## config.mk

```make
export PLATFORM = sky130hd
export DESIGN_NAME = uart_bus_bridge_flat
export DESIGN_NICKNAME = d
export VERILOG_FILES = /design/src/rtl/uart_bus_bridge_if.sv /design/src/rtl/uart_bus_bridge.sv /design/src/flat_wrapper.sv
export SDC_FILE = /design/constraint.sdc
export NUM_CORES = 1
export LEC_CHECK = 0
export BUFFER_PORTS_ARGS = -buffer_cell sky130_fd_sc_hd__clkbuf_2
export CORE_ASPECT_RATIO = 2
export CORE_UTILIZATION = 50
export CTS_CLUSTER_SIZE = 30
export DETAILED_ROUTE_END_ITERATION = 8
export PLACE_DENSITY = 0.78
export SYNTH_ARGS = -nofsm -noshare
export SYNTH_HDL_FRONTEND = slang
export SYNTH_SLANG_ARGS = --single-unit
```

## constraint.sdc

```tcl
create_clock -name CLK -period 2.1 [get_ports CLK]
set_clock_uncertainty 0.2 [all_clocks]
set_input_delay 0.42 -clock CLK [delete_from_list [all_inputs] [get_ports CLK]]
set_output_delay 0.42 -clock CLK [all_outputs]
set_load 0.03 [all_outputs]
```

## src/rtl/uart_bus_bridge_if.sv

```systemverilog
// Byte-stream and CPU peripheral bus signals of the serial bus bridge.
// The master modport is the bridge side; the slave modport is the UART/bus side.
`timescale 1ns/1ps
interface uart_bus_bridge_if;
  logic [7:0]  RX_DATA;
  logic        RX_VALID;
  logic [7:0]  TX_DATA;
  logic        TX_VALID;
  logic        TX_READY;
  logic        BUS_WE;
  logic        BUS_RE;
  logic [31:0] BUS_A;
  logic [31:0] BUS_WD;
  logic [31:0] BUS_RD;

  modport master (
    input  RX_DATA, RX_VALID, TX_READY, BUS_RD,
    output TX_DATA, TX_VALID, BUS_WE, BUS_RE, BUS_A, BUS_WD
  );

  modport slave (
    output RX_DATA, RX_VALID, TX_READY, BUS_RD,
    input  TX_DATA, TX_VALID, BUS_WE, BUS_RE, BUS_A, BUS_WD
  );
endinterface

```

## src/rtl/uart_bus_bridge.sv

```systemverilog
// Serial-side bus initiator: decodes 'W'/'R' byte frames into single word bus
// accesses and returns the acknowledge or read data as bytes.
`timescale 1ns/1ps
module uart_bus_bridge #(
  parameter int unsigned      CNT_W   = 24,
  parameter logic [CNT_W-1:0] TIMEOUT = 24'd5000000
) (
  input  logic                CLK,
  input  logic                RESET,
  uart_bus_bridge_if.master   bus,
  output logic                BUSY
);

  typedef enum logic [2:0] {
    S_IDLE, S_ADDR, S_DATA, S_BUS_WR, S_BUS_RD, S_RD_CAP, S_SEND
  } state_t;

  localparam logic [7:0] CMD_WR  = 8'h57;
  localparam logic [7:0] CMD_RD  = 8'h52;
  localparam logic [7:0] RSP_ACK = 8'h4B;
  localparam logic [7:0] RSP_ERR = 8'h3F;

  state_t           state;
  logic [1:0]       idx;
  logic [CNT_W-1:0] cnt;
  logic             is_wr;
  logic [31:0]      shreg;
  logic [2:0]       left;

  assign BUSY = (state != S_IDLE);

  always_ff @(posedge CLK or negedge RESET) begin
    if (!RESET) begin
      state        <= S_IDLE;
      idx          <= '0;
      cnt          <= '0;
      is_wr        <= 1'b0;
      shreg        <= '0;
      left         <= '0;
      bus.TX_DATA  <= '0;
      bus.TX_VALID <= 1'b0;
      bus.BUS_WE   <= 1'b0;
      bus.BUS_RE   <= 1'b0;
      bus.BUS_A    <= '0;
      bus.BUS_WD   <= '0;
    end else begin
      bus.BUS_WE <= 1'b0;
      bus.BUS_RE <= 1'b0;
      case (state)
        S_IDLE: begin
          if (bus.RX_VALID) begin
            if (bus.RX_DATA == CMD_WR || bus.RX_DATA == CMD_RD) begin
              is_wr <= (bus.RX_DATA == CMD_WR);
              idx   <= '0;
              cnt   <= '0;
              state <= S_ADDR;
            end else begin
              shreg        <= {24'h000000, RSP_ERR};
              left         <= 3'd1;
              bus.TX_DATA  <= RSP_ERR;
              bus.TX_VALID <= 1'b1;
              state        <= S_SEND;
            end
          end
        end
        // A byte in the expiry cycle wins over the abort.
        S_ADDR: begin
          if (bus.RX_VALID) begin
            bus.BUS_A[{idx, 3'b000} +: 8] <= bus.RX_DATA;
            cnt <= '0;
            idx <= idx + 2'd1;
            if (idx == 2'd3) begin
              if (is_wr) begin
                state <= S_DATA;
              end else begin
                bus.BUS_RE <= 1'b1;
                state      <= S_BUS_RD;
              end
            end
          end else if (cnt == TIMEOUT) begin
            state <= S_IDLE;
          end else begin
            cnt <= cnt + 1'b1;
          end
        end
        S_DATA: begin
          if (bus.RX_VALID) begin
            bus.BUS_WD[{idx, 3'b000} +: 8] <= bus.RX_DATA;
            cnt <= '0;
            idx <= idx + 2'd1;
            if (idx == 2'd3) begin
              bus.BUS_WE <= 1'b1;
              state      <= S_BUS_WR;
            end
          end else if (cnt == TIMEOUT) begin
            state <= S_IDLE;
          end else begin
            cnt <= cnt + 1'b1;
          end
        end
        S_BUS_WR: begin
          shreg        <= {24'h000000, RSP_ACK};
          left         <= 3'd1;
          bus.TX_DATA  <= RSP_ACK;
          bus.TX_VALID <= 1'b1;
          state        <= S_SEND;
        end
        S_BUS_RD: begin
          state <= S_RD_CAP;
        end
        S_RD_CAP: begin
          shreg        <= bus.BUS_RD;
          left         <= 3'd4;
          bus.TX_DATA  <= bus.BUS_RD[7:0];
          bus.TX_VALID <= 1'b1;
          state        <= S_SEND;
        end
        S_SEND: begin
          if (bus.TX_READY) begin
            shreg       <= {8'h00, shreg[31:8]};
            left        <= left - 3'd1;
            bus.TX_DATA <= shreg[15:8];
            if (left == 3'd1) begin
              bus.TX_VALID <= 1'b0;
              state        <= S_IDLE;
            end
          end
        end
        default: state <= S_IDLE;
      endcase
    end
  end

endmodule

```

## src/flat_wrapper.sv

```systemverilog
// flat-port wrapper written by rule: the top's interface ports become plain ports
module uart_bus_bridge_flat 
#(
  parameter int unsigned      CNT_W   = 24,
  parameter logic [CNT_W-1:0] TIMEOUT = 24'd5000000
)
  (CLK, RESET, BUSY, bus_RX_DATA, bus_RX_VALID, bus_TX_READY, bus_BUS_RD, bus_TX_DATA, bus_TX_VALID, bus_BUS_WE, bus_BUS_RE, bus_BUS_A, bus_BUS_WD);
  uart_bus_bridge_if bus_i ();
  input  logic CLK;
  input  logic RESET;
  output logic BUSY;
  input wire logic [$bits(bus_i.RX_DATA)-1:0] bus_RX_DATA;
  input wire logic [$bits(bus_i.RX_VALID)-1:0] bus_RX_VALID;
  input wire logic [$bits(bus_i.TX_READY)-1:0] bus_TX_READY;
  input wire logic [$bits(bus_i.BUS_RD)-1:0] bus_BUS_RD;
  output wire logic [$bits(bus_i.TX_DATA)-1:0] bus_TX_DATA;
  output wire logic [$bits(bus_i.TX_VALID)-1:0] bus_TX_VALID;
  output wire logic [$bits(bus_i.BUS_WE)-1:0] bus_BUS_WE;
  output wire logic [$bits(bus_i.BUS_RE)-1:0] bus_BUS_RE;
  output wire logic [$bits(bus_i.BUS_A)-1:0] bus_BUS_A;
  output wire logic [$bits(bus_i.BUS_WD)-1:0] bus_BUS_WD;
  assign bus_i.RX_DATA = bus_RX_DATA;
  assign bus_i.RX_VALID = bus_RX_VALID;
  assign bus_i.TX_READY = bus_TX_READY;
  assign bus_i.BUS_RD = bus_BUS_RD;
  assign bus_TX_DATA = bus_i.TX_DATA;
  assign bus_TX_VALID = bus_i.TX_VALID;
  assign bus_BUS_WE = bus_i.BUS_WE;
  assign bus_BUS_RE = bus_i.BUS_RE;
  assign bus_BUS_A = bus_i.BUS_A;
  assign bus_BUS_WD = bus_i.BUS_WD;
  uart_bus_bridge #(.CNT_W(CNT_W), .TIMEOUT(TIMEOUT)) u_core (.CLK(CLK), .RESET(RESET), .bus(bus_i), .BUSY(BUSY));
endmodule
```

# Yosys cells after proc, flatten, opt, wreduce, memory -nomap -nowiden
# Cells that the tools add are included.
# totals
ff_bits,140
inputBits,44
out_inout_bits,76
word_cells,100
# classes
n_addsub,4
n_eq_ne,20
shift,2
n_mux,46
n_reduce_logical,16
# ops
cell,n
32-bit one-hot mux with 4 select lines,1
24-bit two-way mux,4
32-bit two-way mux,3
32-bit bitwise mux,2
24-bit one-hot mux with 2 select lines,1
3-bit two-way mux,13
8-bit one-hot mux with 4 select lines,1
"8-bit by 7-bit variable shift with 32-bit output, first input constant",1
8-bit by 7-bit indexed part select with 32-bit output,1
"24-bit by 1-bit adder with 24-bit output, second input constant",1
"24-bit by 23-bit == test with 1-bit output, second input constant",1
8-bit two-way mux,3
3-bit one-hot mux with 6 select lines,1
"8-bit by 7-bit == test with 1-bit output, second input constant",2
3-bit one-hot mux with 4 select lines,1
4-bit AND reduction,3
1-bit two-way mux,11
5-bit AND reduction,2
"3-bit == test, second input constant",3
5-bit negator with 7-bit output,1
"3-bit by 1-bit == test with 1-bit output, second input constant",2
"3-bit by 2-bit == test with 1-bit output, second input constant",2
2-bit two-way mux,3
"2-bit by 1-bit inequality test with 1-bit output, second input constant",3
other kinds (16),22

# Logic depth before layout (Yosys ltp)
# logic_depth
word_depth,5
mapped_depth,8
depth_no_buf,7

# Least setup slack after synthesis
# No wires, ideal clock.
# synth_path
path_kind,register to register
from,register u_core.idx[0]
to,register u_core.bus.BUS_A[15]
setup_ps,83
arrival_ps,1876
required_ps,1817
setup_slack_ps,-59
stages_incl_launch_ff,7
path_buffers,1
synth_period_minus_slack_ps,2159
path_cell_list,dfrtp_1 -> clkbuf_1 -> inv_1 -> ha_1 -> nor3b_1 -> nand2_1 -> o21ai_0
# synth_via
elab_chain_len,3
elab_cells_between_ends,4
cone_classes,1 x add/sub; 2 x shift; 1 x mux
# synth_lines
item,line,source
from (decl),uart_bus_bridge.sv:24,logic [1:0] idx;
from (signal assigned),uart_bus_bridge.sv:71,idx <= idx + 2'd1;
from (signal assigned),uart_bus_bridge.sv:90,idx <= idx + 2'd1;
5-bit negator with 7-bit output *,uart_bus_bridge.sv:69,"bus.BUS_A[{idx, 3'b000} +: 8] <= bus.RX_DATA;"
8-bit by 7-bit indexed part select with 32-bit output or 8-bit by 7-bit variable shift with 32-bit output (tied branches),uart_bus_bridge.sv:69,
32-bit bitwise mux *,uart_bus_bridge.sv:69,
"to (signal, indexed assignment)",uart_bus_bridge.sv:69,
to (decl),uart_bus_bridge_if.sv:18,"output TX_DATA, TX_VALID, BUS_WE, BUS_RE, BUS_A, BUS_WD"
# Mark *: on every way between the ends. The rest lies on a longest branch, timed or not.
# A chain may end at the register's enable or synchronous reset.

# Worst setup path after layout
# layout_path
from,register u_core.cnt[6]
to,register u_core.cnt[23]
# layout_via
elab_chain_len,4
elab_cells_between_ends,7
cone_classes,1 x add/sub; 2 x eq/ne; 3 x mux; 1 x reduce/logical
# layout_lines
item,line,source
from (decl),uart_bus_bridge.sv:25,logic [CNT_W-1:0] cnt;
from (signal assigned),uart_bus_bridge.sv:83,cnt <= cnt + 1'b1;
from (signal assigned),uart_bus_bridge.sv:98,cnt <= cnt + 1'b1;
24-bit by 1-bit adder with 24-bit output,"uart_bus_bridge.sv:83, uart_bus_bridge.sv:98",
24-bit two-way mux,"uart_bus_bridge.sv:80, uart_bus_bridge.sv:95",
24-bit two-way mux,uart_bus_bridge.sv:68,if (bus.RX_VALID) begin
24-bit one-hot mux with 2 select lines,uart_bus_bridge.sv:49,case (state)
# Several ways; a longest one is shown, not always the timed one. The select of a mux whose other input is x is not followed.

==> impl_metrics.csv <==
group,metric,value,unit
critical_path,critPathRequiredTime,2.24,ns
layout,area_growth,38.3,%
clock_tree,clockRootBuffer,"clkbuf_16",
synth,synth_fp_nets,704,
synth,ys_warn_count,0,
layout,n_fill_cell,792,
synth,synth_compound_area_share,19.8,%
outcome,failed_checks,"setup timing",
layout,n_antenna_cell,0,
timing,fin_crit,2.23,ns
critical_path,start_kind,"flop",
clock_tree,clk_pin_slew,0.06,ns
clock_tree,cts_tree,"done",
worst_hold_path,min-delay-start,"bus_BUS_RD[29]",
global_route,grt_max_degree,47,
layout,final_area,0.00844,mm²
clock_tree,clk_latency,0.42,ns
routing,dr_total_vias,6051,
timing,rsz0062_at_grt,"yes",
routing,drt_iter0_markers,385,
global_route,grt_pass1_wl,29100,µm
timing,hold_viol_final,0,
synth,synthDistinctLibCells,54,
synth,synth_edf_count,0,
floorplan,die_h,158,µm
synth,synth_seq_cells,132,
critical_path,critPathTopFamily,"simple AND/OR/NAND/NOR gates",
synth,synthArstFlopShare,100,%
layout,multi_input_area,0.00289,mm²
worst_hold_path,hold_class,"input pin to flop",
synth,seq_area_frac_synth,54.2,%
routing,via_per_inst,6.05,
critical_path,cp.arrival,2.37,ns
floorplan,core_area,0.0118,mm²
global_route,groute.usage.overall,30.3,%
layout,stdcell_count,1000,
critical_path,worst-path-buf-inv,2,
place,dp.cells,949,
routing,dr.pass1.iters,5,
layout,final_util,71.7,%
power,peakVddDrop,0.000920,V
layout,drive_gt1_share,35.9,%
synth,synthMuxAreaShare,0.328,%
routing,drc,0,
routing,ant_nets,0,
timing,fmax,0.449,GHz
timing,whs,0.0158,ns
clock_tree,cts_num_sinks,132,
synth,yosys.area_share.adder,2.05,%
critical_path,crit_path_max_fanout,6,
synth,ys.flop_type,"dfrtp_1",
power,powerDensity,1440,mW/mm²
timing,fin_ws,-0.129,ns
routing,wl,18900,µm
critical_path,r2r_start,"u_core.cnt[6]",
clock_tree,clock_path_buffers,2,
floorplan,rows,56,
critical_path,cp_slowest_cell,"dfrtp_2",
synth,synth-xor-area-share,0.287,%
global_route,antenna_found_initial,0,
timing,finalSetupViolCount,18,
global_route,grt_overflow,0,
timing,tightest_slew,0.494,ns
floorplan,die_w,80.1,µm
place,place.gp.congestion,0.900,
timing,finalMaxSlewViolations,0,
floorplan,ioPinCount,120,
global_route,grt_pass1_vias,6085,
floorplan,initial_utilization,51.8,%
clock_tree,cts-buffers-inserted,17,
place,placed_area,0.00735,mm²
critical_path,crit_type,"flop to flop",
timing,finalSetupTns,-1.27,ns
timing,slew_headroom,67.0,%
critical_path,crit_path_end_kind,"flop",
timing,period_share,106,%
routing,wire_per_inst,18.9,µm
layout,ff_latch_area,0.00330,mm²
place,dp_hpwl,12300,µm
synth,synth_area,0.00610,mm²
layout,final_nets,897,
clock_tree,h-tree-depth,4,
synth,synth_top_family_by_area,"compound AO/OA/AOI/OAI gates",
critical_path,critPathLaunch,"u_core.cnt[6]",
synth,synthSimpleGateAreaFrac,19.4,%
synth,netlist_instances,650,
power,p_leak,3.90,nW
critical_path,cpPeakStageDelay,0.45,ns
place,io_buffers,119,
synth,synth_area_per_cell,9.38,µm²
critical_path,crit_chain,"nor4b_2 -> nand4_1 -> buf_4 -> o2111ai_4 -> buf_6 -> or4_1 -> a21oi_1",
floorplan,die_area,0.0127,mm²
flow_run,maxCapViolations,0,
outcome,status,"finished with violations",
==> cell usage after synthesis (all sizes together) (4+ instances only) <==
cell type,instances,area (µm²)
nand3,10,50.1
o31ai,6,45.0
clkbuf,22,82.6
nor4,4,31.3
o21ai,105,526
ha,10,125
o211ai,4,30.0
a21oi,25,125
a31oi,6,37.5
a22o,8,70.1
inv,12,45.0
nor2,49,184
or3,19,119
nor3,7,35.0
nand2,128,480
dfrtp,132,3300
or4,5,37.5
nand4,8,50.1
a22oi,4,30.0
nand2b,8,50.1
a221oi,18,158
buf,19,113
==> per-layer routing <==
metal	global-route usage, %	wire length [µm]	up-vias
met5	0	0	-
met4	19.6	1120	0
met3	5.07	921	91
met2	55.2	10300	306
met1	31.0	6570	2952
li1	-	-	2702
==> sequential cells by signal, summed over array words and instances, names as in the netlist <==
register / flops
u_core.bus.BUS_A: 32
u_core.bus.BUS_RE: 1
u_core.bus.BUS_WD: 32
u_core.bus.BUS_WE: 1
u_core.bus.TX_DATA: 7
u_core.bus.TX_VALID: 1
u_core.cnt: 24
u_core.idx: 2
u_core.is_wr: 1
u_core.left: 3
u_core.shreg: 25
u_core.state: 3
==> cell type report <==
cell class | instances | area share (%)
Timing Repair Buffer | 215 | 17.2
Multi-Input combinational cell | 464 | 34.2
Clock inverter | 13 | 1.53
Tap cell | 145 | 2.15
Sequential cell | 132 | 39.2
Clock buffer | 18 | 5.09
Inverter | 13 | 0.623
==> worst paths after layout <==
path / to / slack (ns) / depth (start not counted)
max: u_core.cnt[23] / -0.13 / 7
min: u_core.shreg[29] / 0.02 / 2
max reg2reg: u_core.cnt[23] / -0.13 / 7
min reg2reg: u_core.bus.BUS_WD[4] / 0.28 / 2
max in group asynchronous: u_core.cnt[6] / 0.77 / 3
min in group asynchronous: u_core.bus.BUS_WD[16] / 0.30 / 2
==> report_power, final <==
part,switching [mW],internal (mW),leakage [nW],total [mW]
Combinational,3.51,2.16,1.89,5.67
Sequential,0.429,3.24,1.75,3.67
Clock,1.17,1.64,0.261,2.80
==> stage by stage <==
step	power [mW]	setup WS, ns
after floorplan	6.82	-0.0588
after global placement	8.24	-0.403
after global routing	12.8	-0.191
after CTS	11.6	-0.0535
final	12.1	-0.129
after detailed placement	8.50	-0.468
==> repair_timing <==
item / CTS / global route
hold endpoints to repair: 32 / 0
setup endpoints to repair: 93 / 124
pin swaps: 6 / 18
setup buffers: 4 / 12
resized for setup: 36 / 72
hold buffers: 1 / 0
cloned: 2 / 1
==> cell families after synthesis <==
logic type                 Yosys count
adders and majority gates           10
and+or+nand+nor                    255
DFF                                132
buffers and inverters               54
xor gates and xnor gates             2
muxes                                2
AOI/OAI and AO/OA                  195
==> cell usage in the layout, fill, tap and decap left out, types with 3 or more instances in the layout <==
| master | synthesis | final |
|---|---|---|
| a221oi_2 | 0 | 11 |
| o211ai_1 | 4 | 4 |
| clkinvlp_4 | 0 | 5 |
| a21oi_2 | 0 | 5 |
| o21ai_1 | 2 | 21 |
| buf_12 | 0 | 7 |
| nand2_2 | 0 | 5 |
| nand3_1 | 10 | 8 |
| nor2_1 | 49 | 45 |
| nand4_1 | 8 | 8 |
| buf_4 | 8 | 79 |
| a31oi_1 | 6 | 6 |
| dfrtp_1 | 132 | 131 |
| nand2_1 | 128 | 123 |
| o21ai_2 | 0 | 4 |
| nand2b_1 | 8 | 6 |
| nor2_2 | 0 | 3 |
| o31ai_1 | 6 | 6 |
| clkbuf_16 | 0 | 17 |
| a21oi_1 | 25 | 20 |
| or3_1 | 19 | 18 |
| or4_1 | 5 | 4 |
| inv_1 | 12 | 10 |
| buf_6 | 0 | 10 |
| ha_1 | 10 | 6 |
| a22oi_1 | 4 | 4 |
| o21ai_0 | 103 | 78 |
| nor3_1 | 7 | 6 |
| a221oi_1 | 18 | 7 |
| a22o_1 | 8 | 8 |
| and3_1 | 3 | 3 |
| clkbuf_2 | 0 | 117 |
| clkinv_4 | 0 | 4 |
Power figures use the tool's default switching activity.
